### config.mk
export PLATFORM = sky130hd
export DESIGN_NAME = uart_servo_cmd_ctrl_flat
export DESIGN_NICKNAME = d
export VERILOG_FILES = /design/src/rtl/uart_servo_pkg.sv /design/src/rtl/uart_servo_cmd_ctrl_if.sv /design/src/rtl/uart_rxdone_sync.sv /design/src/rtl/uart_servo_cmd_ctrl.sv /design/src/flat_wrapper.sv
export SDC_FILE = /design/constraint.sdc
export NUM_CORES = 1
export LEC_CHECK = 0
export BUFFER_PORTS_ARGS = -buffer_cell sky130_fd_sc_hd__buf_2
export CAP_MARGIN = 20
export CORE_UTILIZATION = 30
export CTS_CLUSTER_DIAMETER = 50
export DETAILED_ROUTE_END_ITERATION = 6
export PLACE_DENSITY = 0.54
export RECOVER_POWER = 100
export SLEW_MARGIN = 20
export SYNTH_ARGS = -nofsm -noshare
export SYNTH_HDL_FRONTEND = slang
export SYNTH_SLANG_ARGS = --single-unit
### constraint.sdc
create_clock -name Clk -period 2.5 [get_ports Clk]
set_clock_uncertainty 0.15 [all_clocks]
set_input_delay 0 -clock Clk [delete_from_list [all_inputs] [get_ports Clk]]
set_output_delay 0 -clock Clk [all_outputs]
set_load 0.01 [all_outputs]
### src/rtl/uart_servo_pkg.sv
// Shared types and constants for the UART servo command layer.
package uart_servo_pkg;

    localparam logic [7:0] SYNC_BYTE = 8'hA5;
    localparam logic [3:0] NBITS_CFG = 4'd8;

    typedef enum logic [2:0] {
        SYNC  = 3'd0,
        CH    = 3'd1,
        HI    = 3'd2,
        LO    = 3'd3,
        CHK   = 3'd4,
        WRITE = 3'd5
    } state_e;

    // Frame check byte: XOR of the three payload bytes.
    function automatic logic [7:0] frame_chk(input logic [7:0] ch,
                                             input logic [7:0] hi,
                                             input logic [7:0] lo);
        return ch ^ hi ^ lo;
    endfunction

endpackage

### src/rtl/uart_servo_cmd_ctrl_if.sv
// Position-command handshake between the command controller and the PWM register bank.
interface uart_servo_cmd_ctrl_if;
    logic        Pos_valid;
    logic        Pos_ready;
    logic [1:0]  Pos_ch;
    logic [15:0] Pos_val;

    modport master (output Pos_valid, output Pos_ch, output Pos_val, input Pos_ready);
    modport slave  (input Pos_valid, input Pos_ch, input Pos_val, output Pos_ready);
endinterface

### src/rtl/uart_rxdone_sync.sv
// Brings the receiver's RxDone flag into the Clk domain and emits a one-cycle byte_evt per rise.
module uart_rxdone_sync (
    input  logic Clk,
    input  logic Rst_n,
    input  logic RxDone,
    output logic byte_evt
);

    logic sync1_r;
    logic sync2_r;
    logic prev_r;
    logic evt_r;

    // Two-flop synchronizer followed by a registered rising-edge detector.
    always_ff @(posedge Clk or negedge Rst_n) begin
        if (!Rst_n) begin
            sync1_r <= 1'b0;
            sync2_r <= 1'b0;
            prev_r  <= 1'b0;
            evt_r   <= 1'b0;
        end else begin
            sync1_r <= RxDone;
            sync2_r <= sync1_r;
            prev_r  <= sync2_r;
            evt_r   <= sync2_r & ~prev_r;
        end
    end

    assign byte_evt = evt_r;

endmodule

### src/rtl/uart_servo_cmd_ctrl.sv
// Parses A5/CH/HI/LO/CHK frames from the UART receiver into validated servo position commands.
module uart_servo_cmd_ctrl
    import uart_servo_pkg::*;
#(
    parameter int NUM_CH        = 4,
    parameter int POS_MAX       = 2000,
    parameter int TIMEOUT_TICKS = 640
) (
    input  logic                        Clk,
    input  logic                        Rst_n,
    input  logic                        Enable,
    input  logic                        Tick,
    output logic                        RxEn,
    output logic [3:0]                  NBits,
    input  logic                        RxDone,
    input  logic [7:0]                  RxData,
    uart_servo_cmd_ctrl_if.master       pos,
    output logic                        Frame_err,
    output logic [7:0]                  Err_cnt,
    output logic                        Busy
);

    localparam int GAP_W = $clog2(TIMEOUT_TICKS + 1);

    state_e             state_r;
    state_e             state_nx;
    logic               en_r;
    logic               byte_evt_s;
    logic [GAP_W-1:0]   gap_r;
    logic               in_frame_s;
    logic               timeout_s;
    logic               frame_ok_s;
    logic               accept_s;
    logic               reject_s;
    logic               load_s;
    logic [7:0]         ch_r;
    logic [7:0]         hi_r;
    logic [7:0]         lo_r;
    logic               pos_valid_r;
    logic [1:0]         pos_ch_r;
    logic [15:0]        pos_val_r;
    logic               frame_err_r;
    logic [7:0]         err_cnt_r;
    logic               busy_r;

    uart_rxdone_sync u_sync (
        .Clk      (Clk),
        .Rst_n    (Rst_n),
        .RxDone   (RxDone),
        .byte_evt (byte_evt_s)
    );

    assign in_frame_s = (state_r == CH) || (state_r == HI) || (state_r == LO) || (state_r == CHK);
    assign timeout_s  = (gap_r == GAP_W'(TIMEOUT_TICKS));
    assign frame_ok_s = (RxData == frame_chk(ch_r, hi_r, lo_r)) &&
                        (ch_r < 8'(NUM_CH)) &&
                        ({hi_r, lo_r} <= 16'(POS_MAX));
    assign accept_s   = pos_valid_r & pos.Pos_ready;

    // Next-state logic; a byte arriving in the timeout cycle takes priority over the timeout.
    always_comb begin
        state_nx = state_r;
        reject_s = 1'b0;
        load_s   = 1'b0;
        if (!Enable) begin
            state_nx = SYNC;
        end else begin
            case (state_r)
                SYNC: begin
                    if (byte_evt_s && (RxData == SYNC_BYTE)) state_nx = CH;
                    else                                     state_nx = SYNC;
                end
                CH: begin
                    if (byte_evt_s)     state_nx = HI;
                    else if (timeout_s) begin reject_s = 1'b1; state_nx = SYNC; end
                    else                state_nx = CH;
                end
                HI: begin
                    if (byte_evt_s)     state_nx = LO;
                    else if (timeout_s) begin reject_s = 1'b1; state_nx = SYNC; end
                    else                state_nx = HI;
                end
                LO: begin
                    if (byte_evt_s)     state_nx = CHK;
                    else if (timeout_s) begin reject_s = 1'b1; state_nx = SYNC; end
                    else                state_nx = LO;
                end
                CHK: begin
                    if (byte_evt_s) begin
                        if (frame_ok_s) begin load_s = 1'b1; state_nx = WRITE; end
                        else            begin reject_s = 1'b1; state_nx = SYNC; end
                    end else if (timeout_s) begin
                        reject_s = 1'b1;
                        state_nx = SYNC;
                    end else begin
                        state_nx = CHK;
                    end
                end
                WRITE: begin
                    reject_s = byte_evt_s;
                    if (accept_s) state_nx = SYNC;
                    else          state_nx = WRITE;
                end
                default: state_nx = SYNC;
            endcase
        end
    end

    // State, status outputs and the saturating reject counter.
    always_ff @(posedge Clk or negedge Rst_n) begin
        if (!Rst_n) begin
            state_r     <= SYNC;
            en_r        <= 1'b0;
            busy_r      <= 1'b0;
            pos_valid_r <= 1'b0;
            frame_err_r <= 1'b0;
            err_cnt_r   <= 8'd0;
        end else begin
            state_r     <= state_nx;
            en_r        <= Enable;
            busy_r      <= (state_nx != SYNC);
            pos_valid_r <= (state_nx == WRITE);
            frame_err_r <= reject_s;
            if (reject_s && (err_cnt_r != 8'hFF)) err_cnt_r <= err_cnt_r + 8'd1;
            else                                  err_cnt_r <= err_cnt_r;
        end
    end

    // Payload capture and the command registers presented to the register bank.
    always_ff @(posedge Clk or negedge Rst_n) begin
        if (!Rst_n) begin
            ch_r      <= 8'd0;
            hi_r      <= 8'd0;
            lo_r      <= 8'd0;
            pos_ch_r  <= 2'd0;
            pos_val_r <= 16'd0;
        end else begin
            if (Enable && byte_evt_s) begin
                case (state_r)
                    CH:      ch_r <= RxData;
                    HI:      hi_r <= RxData;
                    LO:      lo_r <= RxData;
                    default: ch_r <= ch_r;
                endcase
            end else begin
                ch_r <= ch_r;
            end
            if (load_s) begin
                pos_ch_r  <= ch_r[1:0];
                pos_val_r <= {hi_r, lo_r};
            end else begin
                pos_val_r <= pos_val_r;
            end
        end
    end

    // Inter-byte gap counter, only live while a frame is partially received.
    always_ff @(posedge Clk or negedge Rst_n) begin
        if (!Rst_n) begin
            gap_r <= '0;
        end else if (!Enable || !in_frame_s || byte_evt_s) begin
            gap_r <= '0;
        end else if (Tick && !timeout_s) begin
            gap_r <= gap_r + GAP_W'(1'b1);
        end else begin
            gap_r <= gap_r;
        end
    end

    assign RxEn          = en_r;
    assign NBits         = NBITS_CFG;
    assign pos.Pos_valid = pos_valid_r;
    assign pos.Pos_ch    = pos_ch_r;
    assign pos.Pos_val   = pos_val_r;
    assign Frame_err     = frame_err_r;
    assign Err_cnt       = err_cnt_r;
    assign Busy          = busy_r;

endmodule

### src/flat_wrapper.sv
// flat-port wrapper written by rule: the top's interface ports become plain ports
module uart_servo_cmd_ctrl_flat import uart_servo_pkg::*;
#(
    parameter int NUM_CH        = 4,
    parameter int POS_MAX       = 2000,
    parameter int TIMEOUT_TICKS = 640
)
  (Clk, Rst_n, Enable, Tick, RxEn, NBits, RxDone, RxData, Frame_err, Err_cnt, Busy, pos_Pos_valid, pos_Pos_ch, pos_Pos_val, pos_Pos_ready);
  uart_servo_cmd_ctrl_if pos_i ();
  input  logic Clk;
  input  logic Rst_n;
  input  logic Enable;
  input  logic Tick;
  output logic RxEn;
  output logic [3:0] NBits;
  input  logic RxDone;
  input  logic [7:0] RxData;
  output logic Frame_err;
  output logic [7:0] Err_cnt;
  output logic Busy;
  output wire logic [$bits(pos_i.Pos_valid)-1:0] pos_Pos_valid;
  output wire logic [$bits(pos_i.Pos_ch)-1:0] pos_Pos_ch;
  output wire logic [$bits(pos_i.Pos_val)-1:0] pos_Pos_val;
  input wire logic [$bits(pos_i.Pos_ready)-1:0] pos_Pos_ready;
  assign pos_Pos_valid = pos_i.Pos_valid;
  assign pos_Pos_ch = pos_i.Pos_ch;
  assign pos_Pos_val = pos_i.Pos_val;
  assign pos_i.Pos_ready = pos_Pos_ready;
  uart_servo_cmd_ctrl #(.NUM_CH(NUM_CH), .POS_MAX(POS_MAX), .TIMEOUT_TICKS(TIMEOUT_TICKS)) u_core (.Clk(Clk), .Rst_n(Rst_n), .Enable(Enable), .Tick(Tick), .RxEn(RxEn), .NBits(NBits), .RxDone(RxDone), .RxData(RxData), .pos(pos_i), .Frame_err(Frame_err), .Err_cnt(Err_cnt), .Busy(Busy));
endmodule
==> results of run 1 <==
-- logic make-up (layout without fill, tap and decap cells) --
family	Yosys count	count (layout)	share of synthesized area
adder cells (fa/ha/maj)	3	3	0.0115
AO/OA/AOI/OAI	20	20	0.0413
flip-flops	71	71	0.543
buffers and inverters	13	88	0.0225
AND/OR/NAND/NOR	83	83	0.144
other	2	4	0.00229
multiplexers	39	39	0.139
XOR/XNOR	36	36	0.0963
-- path summary, 6_finish.rpt --
check,from,to,slack (ps),depth (start not counted)
max,u_core.lo_r[0],u_core.pos.Pos_val[4],200,6
max reg2reg,u_core.lo_r[0],u_core.pos.Pos_val[4],200,6
max in group asynchronous,Rst_n,u_core.ch_r[3],510,2
min,RxDone,u_core.u_sync.sync1_r,150,2
min reg2reg,u_core.u_sync.sync1_r,u_core.u_sync.sync2_r,200,0
min in group asynchronous,Rst_n,u_core.gap_r[3],580,2
-- cell type report --
| class | count | area share |
|---|---|---|
| sequential | 71 | 0.443 |
| multi-input combinational | 185 | 0.353 |
| timing repair buffer | 67 | 0.0983 |
| tap | 136 | 0.0425 |
| clock buffer | 11 | 0.0378 |
| clock inverter | 5 | 0.0200 |
| inverter | 5 | 0.00468 |
-- flip-flops by register name, indices dropped and copies added, names as in the netlist --
register                count
u_core.Busy                 1
u_core.Err_cnt              8
u_core.u_sync.byte_evt      1
u_core.u_sync.sync2_r       1
u_core.u_sync.sync1_r       1
u_core.Frame_err            1
u_core.pos.Pos_val         16
u_core.ch_r                 8
u_core.lo_r                 8
u_core.u_sync.prev_r        1
u_core.state_r              3
u_core.pos.Pos_valid        1
u_core.hi_r                 8
u_core.pos.Pos_ch           2
u_core.RxEn                 1
u_core.gap_r               10
-- per-layer routing --
| layer | track usage | wire [microns] | vias to the layer above |
|---|---|---|---|
| met5 | 0 | 0 | - |
| met4 | 0.0587 | 104 | 0 |
| met3 | 0.0270 | 234 | 10 |
| met2 | 0.196 | 2960 | 44 |
| met1 | 0.174 | 3370 | 1089 |
| li1 | - | - | 1072 |
-- per-stage QoR --
| step | hold WS, ps | utilization | std cells |
|---|---|---|---|
| 6_report | 151 | 0.383 | 480 |
| 2_1_floorplan | -446 | - | 269 |
| 3_5_place_dp | -36.2 | 0.354 | 450 |
| 3_3_place_gp | -37.6 | 0.354 | 450 |
| 5_1_grt | 149 | 0.383 | 480 |
| 4_1_cts | 126 | 0.388 | 479 |
-- timing repair --
action                     in CTS  in global routing
buffers inserted                0                  1
resized for setup               0                  1
setup endpoints to repair       0                 14
hold buffers                   13                  0
hold endpoints to repair       66                  0
-- cell usage in the layout (no fill, tap or decap), types with 3 or more instances in the layout --
cell	synthesis	final
clkbuf_8	0	11
xor2_1	16	16
buf_4	4	3
conb_1	2	4
a21oi_1	7	7
nand3_1	9	9
and2_1	5	3
nor4_1	3	3
nand4_1	6	6
and3_1	7	7
clkbuf_1	1	37
xnor2_1	20	20
nand2_1	15	15
inv_1	5	5
mux2_2	33	33
mux2_1	0	5
ha_1	3	3
dlygate4sd3_1	0	13
nor2_1	20	20
dfrtp_1	71	71
buf_2	2	11
nor4b_1	3	3
-- worst max-delay path, cell delays in order (launching register included) --
cell       delay, ps
dfrtp_1          420
o41a_1           440
o2111ai_1        310
and3_1           280
nand3_4           90
buf_12           180
mux2_1           320
-- power breakdown --
| group | switching (mW) | internal, mW | leakage [nW] |
|---|---|---|---|
| clock | 0.435 | 0.614 | 0.112 |
| sequential | 0.00321 | 1.15 | 0.982 |
| combinational | 0.0567 | 0.0382 | 0.771 |
| total | 0.495 | 1.81 | 1.86 |
==> results.yml, run 1 <==
timing:
  hold_viol: 0
  tightest_slew_ps: 1930
  relSlewSlack: -0.286
  timing.final.ws_setup_ps: 196
  setup_viol: 0
  slew_viol_final: 33
  post-route-min-period_ps: 2300
  fin_setup_tns_ps: 0
  fmax_ghz: 0.434
  rsz0062_at_grt: "false"
  timing.final.crit_share: 0.922
grt:
  grt_first_pass_wirelength_mm: 11.3
  antenna_found_initial: 0
  overflow: 0
  first_global_vias: 2279
  grt_max_degree: 40
  gr-usage-all-layers: 0.128
worst_setup_path:
  end_kind: "flip-flop"
  critPathLaunchType: "flip-flop"
  worst-path-max-fanout: 18
  critical_path_class: "reg2reg"
  cp.arrival_ps: 2380
  worstPathRequired_ps: 2570
synth:
  synth-edff-count: 0
  synth_seq_cells: 71
  yosys-top-cells-area: "dfrtp_1 54%, mux2_2 11%, xnor2_1 5.3%"
  syn_inst: 267
  synth_top_area_frac: 0.543
  yosysMostFrequentCell: "dfrtp_1"
  yosys_warnings: 0
  async_reset_ff_frac: 1.00
  synth-main-ff-cell: "dfrtp_1"
  syn_area_sq_um: 3270
  yosysUniqueCellTypes: 44
  syn-mean-instance-area_sq_um: 12.3
  synth_top_area_cell: "dfrtp_1"
  synth_common_cells: "71 x dfrtp_1, 33 x mux2_2, 20 x nor2_1, 20 x xnor2_1, 16 x xor2_1"
  yosysSeqAreaShare: 0.543
clock_tree:
  clock_sinks: 71
  insertion_delay_ps: 350
  path_clk_slew_ps: 70
  cts-root-buf: "clkbuf_8"
  clock_path_buffers: 2
  cts_tree: "yes"
  htree_levels: 3
  cts_buffers: 9
drt:
  via_count: 2215
  dr.pass1.iters: 4
  route.detailed.drc: 0
  wl_mm: 6.67
  ant_nets: 0
  wl_per_cell_microns: 13.9
  first_iter_violations: 72
  vias_per_cell: 4.61
floorplan:
  die_y_microns: 106
  die_w_microns: 106
  coreArea_sq_um: 10500
  pin_count: 48
  start_util: 0.313
  fp.dieArea_sq_um: 11300
  rows: 37
status:
  violations: "capacitance limit, slew limit"
  status: "complete, but fails checks"
placed_design:
  dp_hpwl_mm: 4.82
  gp_congestion: 0.762
  dpl_cell_area_sq_um: 3700
  port_buffers: 43
  post-place-ws_ps: 145
finish:
  multi_input_area_sq_um: 1420
  fin_area_sq_um: 4010
  drive_above_1_share: 0.203
  nets: 356
  area_growth_pct: 22.4
  seqCellArea_sq_um: 1780
  nFillCells: 1090
  diodes: 0
worst_hold_path:
  hold_path_class: "in2reg"
power:
  total_power_mw: 2.30
  p_leak_nw: 1.86
  vdd_drop_max_mv: 0.235
  p_per_area_nw_per_um2: 574
run:
  cap_violations: 1
Power figures use the tool's default switching activity.
==> run 2: changes to the inputs <==
Settings changed: CORE_ASPECT_RATIO from default to 1.1.
==> results.yml, run 2 (synthesis results as in run 1) <==
timing:
  setup_viol: 0
  tightest_slew_ps: 968
  rsz0062_at_grt: "false"
  slew_viol_final: 0
  hold_viol: 0
  fin_setup_tns_ps: 0
  timing.final.crit_share: 0.931
  relSlewSlack: 0.355
  fmax_ghz: 0.430
  post-route-min-period_ps: 2330
finish:
  nFillCells: 1040
  utilization: 0.392
  final_common_cell: "dfrtp_1"
  final_cell_mix: "71 x dfrtp_1, 40 x clkbuf_1, 33 x mux2_2"
  nets: 360
  drive_above_1_share: 0.221
  diodes: 0
  area_growth_pct: 25.5
  largest_reg_flops: 16
  instances_no_fill: 491
worst_setup_path:
  worst-path-max-fanout: 18
  critical_path_class: "reg2reg"
  regToRegSetupSlack_ps: 170
  worstPathRequired_ps: 2570
  critPathLaunchType: "flip-flop"
  end_kind: "flip-flop"
  cp.arrival_ps: 2390
power:
  p_leak_nw: 1.93
  total_power_mw: 2.62
  vdd_drop_max_mv: 0.387
  p_sw_mw: 0.532
  p_sw_frac: 0.203
  p_per_area_nw_per_um2: 637
  p_int_mw: 2.09
  pwr-share-comb: 0.035
  clkPwrFrac: 0.523
  seqPwrFrac: 0.442
status:
  status: "finished clean"
floorplan:
  start_util: 0.312
  pin_count: 48
  fp.dieArea_sq_um: 11300
  die_w_microns: 102
  die_y_microns: 112
  rows: 39
  coreArea_sq_um: 10500
clock_tree:
  cts-root-buf: "clkbuf_16"
  cts_buffers: 9
  post_cts_buffers: 0
  clock_sinks: 71
  insertion_delay_ps: 330
  cts_tree: "yes"
  path_clk_slew_ps: 60
  htree_levels: 3
  clock_path_buffers: 2
drt:
  route.detailed.drc: 0
  wl_mm: 7.09
  vias_per_cell: 4.66
  first_iter_violations: 72
  via_count: 2287
  dr.pass1.iters: 5
  wl_per_cell_microns: 14.4
  ant_nets: 0
worst_hold_path:
  hold_path_class: "in2reg"
grt:
  gr-usage-all-layers: 0.140
  antenna_found_initial: 0
  first_global_vias: 2275
  overflow: 0
  grt_first_pass_wirelength_mm: 11.9
  grt_max_degree: 40
placed_design:
  port_buffers: 43
  dp_hpwl_mm: 5.03
  dp_cells: 462
  gp_congestion: 0.826
run:
  cap_violations: 0
[run 2: cell count changes in the layout (fill, tap and decap cells not counted), moves of 2 or more]
cell / before / now
nor4_2: 1 / 3
mux2_4: 0 / 5
mux2_1: 5 / 0
clkinv_2: 1 / 3
clkbuf_2: 0 / 2
clkbuf_8: 11 / 1
clkbuf_1: 37 / 40
clkbuf_16: 0 / 9
clkinvlp_4: 2 / 0
buf_12: 2 / 0
[run 2: critical path: stages (launching register included)]
cell	delay, ps
dfrtp_1	430
xor2_1	190
xnor2_1	140
nor4_2	390
and3_1	280
nand3_4	240
mux2_4	370
[run 2: power groups by stage]
stage / logic, mW / registers, mW / clock network [mW]
6_report: 0.0924 / 1.16 / 1.37
5_1_grt: 0.105 / 1.16 / 1.46
4_1_cts: 0.0987 / 1.16 / 1.41
3_5_place_dp: 0.0827 / 1.18 / 0
3_3_place_gp: 0.0823 / 1.18 / 0
2_1_floorplan: 0.0313 / 1.18 / 0
[run 2: final timing paths]
kind,from,endpoint,cells after the start
worst min-delay path,RxDone,u_core.u_sync.sync1_r,2
worst max-delay path,u_core.lo_r[2],u_core.pos.Pos_val[1],6
min in group asynchronous,Rst_n,u_core.pos.Pos_val[15],2
max in group asynchronous,Rst_n,u_core.Err_cnt[2],3
worst min register to register,u_core.u_sync.sync1_r,u_core.u_sync.sync2_r,0
worst max register to register,u_core.lo_r[2],u_core.pos.Pos_val[1],6
[run 2: area by class of cell]
class,instances,area [sq um],area share
timing repair buffer,71,380,0.0925
inverter,5,18.8,0.00457
tap,143,179,0.0435
sequential,71,1780,0.432
clock inverter,6,83.8,0.0204
multi-input combinational,185,1430,0.349
clock buffer,10,239,0.0581
[run 2: what timing repair did]
| action | CTS | global route |
|---|---|---|
| resized for setup | 0 | 1 |
| hold endpoints to repair | 70 | 0 |
| hold buffers | 13 | 0 |
| endpoints found under the setup margin | 0 | 2 |
[run 2: routing by layer]
| layer | global-route usage | vias to the layer above | wire (microns) |
|---|---|---|---|
| li1 | - | 1089 | - |
| met5 | 0 | - | 0 |
| met2 | 0.205 | 41 | 3360 |
| met1 | 0.188 | 1147 | 3320 |
| met4 | 0.0889 | 0 | 158 |
| met3 | 0.0257 | 10 | 248 |
[run 2: through the flow]
step	area, sq um	setup WS [ps]	hold slack [ps]
after detailed placement	3730	146	-40.6
after floorplan	3280	362	-446
after global placement	3730	187	-35.1
after CTS	4190	130	145
after global routing	4110	8.27	156
final	4110	173	155
==> run 3: changes to the inputs <==
Settings changed: SYNTH_HIERARCHICAL from default to 1.
==> results.yml, run 3 <==
synth:
  syn_inst: 274
  yosysMostFrequentCell: "dfrtp_1"
  synth_seq_cells: 71
  syn_area_sq_um: 3350
  synth-edff-count: 0
  yosysUniqueCellTypes: 43
  synth_top_area_frac: 0.531
  yosysSeqAreaShare: 0.531
  synth_top_area_cell: "dfrtp_1"
  syn-mean-instance-area_sq_um: 12.2
  synth_common_cells: "71 x dfrtp_1, 33 x mux2_2, 19 x nor2_1, 19 x xnor2_1, 16 x nand2_1"
  synth-main-ff-cell: "dfrtp_1"
  async_reset_ff_frac: 1.00
  yosys_warnings: 6
  yosys-top-cells-area: "dfrtp_1 53%, mux2_2 11%, xnor2_1 5.0%"
finish:
  largest_reg_flops: 16
  area_growth_pct: 26.5
  final_cell_mix: "71 x dfrtp_1, 37 x clkbuf_1, 33 x mux2_2"
  drive_above_1_share: 0.262
  diodes: 0
  nets: 371
  fin_area_sq_um: 4240
  utilization: 0.388
  final_common_cell: "dfrtp_1"
  nFillCells: 1118
clock_tree:
  cts-root-buf: "clkbuf_16"
  insertion_delay_ps: 340
  path_clk_slew_ps: 50
  clock_sinks: 71
  clock_path_buffers: 2
  cts_buffers: 9
  cts_tree: "yes"
  htree_levels: 3
power:
  total_power_mw: 2.43
  p_per_area_nw_per_um2: 574
  p_leak_nw: 1.92
  vdd_drop_max_mv: 0.273
drt:
  ant_nets: 0
  wl_mm: 6.75
  dr.pass1.iters: 4
  first_iter_violations: 101
  vias_per_cell: 4.49
  via_count: 2272
  wl_per_cell_microns: 13.3
  route.detailed.drc: 0
floorplan:
  start_util: 0.307
  rows: 40
  die_w_microns: 103
  coreArea_sq_um: 10900
  pin_count: 48
  fp.dieArea_sq_um: 11600
  die_y_microns: 113
worst_hold_path:
  hold_start: "RxDone"
  worst_hold_path.endpoint: "u_core/u_sync/sync1_r"
  hold_path_class: "in2reg"
  holdPathStages: 2
worst_setup_path:
  reg2reg_depth: 8
  worstPathRequired_ps: 2570
  cpPeakStageDelay_ps: 540
  critical_path_class: "reg2reg"
  r2r_end: "u_core/pos.Pos_val[0]"
  end_kind: "flip-flop"
  worst-path-max-fanout: 18
  cp_slowest_cell: "or4_4"
  cp.arrival_ps: 2480
  r2r_start: "u_core/lo_r[0]"
  regToRegSetupSlack_ps: 90
  crit_chain: "or4_4 > a21oi_2 > nor3_1 > nor4_2 > buf_4 > nand4_4 > buf_12 > mux2_4"
  critPathLaunchType: "flip-flop"
placed_design:
  dpl_cell_area_sq_um: 3870
  port_buffers: 43
  post-place-ws_ps: -94.9
  dp_hpwl_mm: 4.65
  gp_congestion: 0.777
grt:
  gr-usage-all-layers: 0.132
  overflow: 0
  grt_max_degree: 72
  first_global_vias: 2281
  antenna_found_initial: 0
  grt_first_pass_wirelength_mm: 11.4
timing:
  slew_viol_final: 72
  post-route-min-period_ps: 2410
  rsz0062_at_grt: "true"
  relSlewSlack: -0.165
  timing.final.crit_share: 0.964
  setup_viol: 0
  tightest_slew_ps: 1750
  fin_setup_tns_ps: 0
  timing.final.ws_setup_ps: 90.3
  hold_viol: 0
  fmax_ghz: 0.415
status:
  status: "complete, but fails checks"
  violations: "capacitance limit, slew limit"
run:
  cap_violations: 1
## run 3: cell count changes after synthesis, moves of 3 or more
cell     before  now
and3_1        7    2
nor3_1        1    5
a31oi_1       1    4
nor4b_1       3    0
or3_1         0    3
## run 3: metal layers
metal | up-vias | wire length [microns] | GRT usage
li1 | 1115 | - | -
met2 | 38 | 3090 | 0.192
met5 | - | 0 | 0
met3 | 13 | 244 | 0.0296
met1 | 1106 | 3230 | 0.177
met4 | 0 | 181 | 0.0829
## run 3: stage by stage
stage / instances / hold WS, ps
after floorplan: 276 / -446
after global placement: 476 / -97.0
after detailed placement: 476 / -89.6
after CTS: 505 / 90.2
after global routing: 506 / 170
final: 506 / 156
## run 3: what timing repair did
action / in CTS / in global routing
hold buffers: 13 / 0
resized for setup: 1 / 6
endpoints found under the setup margin: 2 / 17
buffers inserted: 0 / 1
hold endpoints to repair: 104 / 0
pin swaps: 1 / 1
## run 3: cells by family (layout without fill, tap and decap cells)
group,count (synthesis),after routing,share of synthesized area
simple gates,91,91,0.165
flops,71,71,0.531
mux,39,39,0.138
xor+xnor,34,34,0.0931
compound gates,19,19,0.0351
buf+inv,15,98,0.0247
fa+ha+maj,3,3,0.0112
other cells,2,4,0.00224
## run 3: cell type report
cell class	count	area [sq um]	share of cell area
Clock buffer	14	264	0.0623
Clock inverter	2	15.0	0.00355
Inverter	4	15.0	0.00355
Multi-Input combinational cell	190	1520	0.358
Sequential cell	71	1780	0.419
Tap cell	147	184	0.0434
Timing Repair Buffer	78	465	0.110
## run 3: critical path, delay by kind of cell, from the launching register on
| family | cells | cell delay (ps) |
|---|---|---|
| flops | 1 | 380 |
| mux | 1 | 300 |
| buf+inv | 2 | 330 |
| simple gates | 4 | 980 |
| compound gates | 1 | 140 |
## run 3: worst max path at each step
stage                        start                     to  slack, ps  cells after the start
floorplan           u_core/lo_r[0]      u_core/Err_cnt[6]         30                      7
global placement    u_core/lo_r[0]      u_core/Err_cnt[6]        -70                      6
detailed placement  u_core/lo_r[0]      u_core/Err_cnt[6]        -90                      6
CTS                 u_core/ch_r[6]      u_core/Err_cnt[6]         20                      6
global route        u_core/lo_r[0]  u_core/pos.Pos_val[0]        -20                      8
finish              u_core/lo_r[0]  u_core/pos.Pos_val[0]         90                      8
## run 3: where the power goes
part / total, mW / leakage [nW] / internal (mW) / switching [mW]
clock: 1.18 / 0.129 / 0.726 / 0.457
sequential: 1.16 / 0.982 / 1.16 / 0.00218
combinational: 0.0916 / 0.808 / 0.0369 / 0.0546
total: 2.43 / 1.92 / 1.92 / 0.514
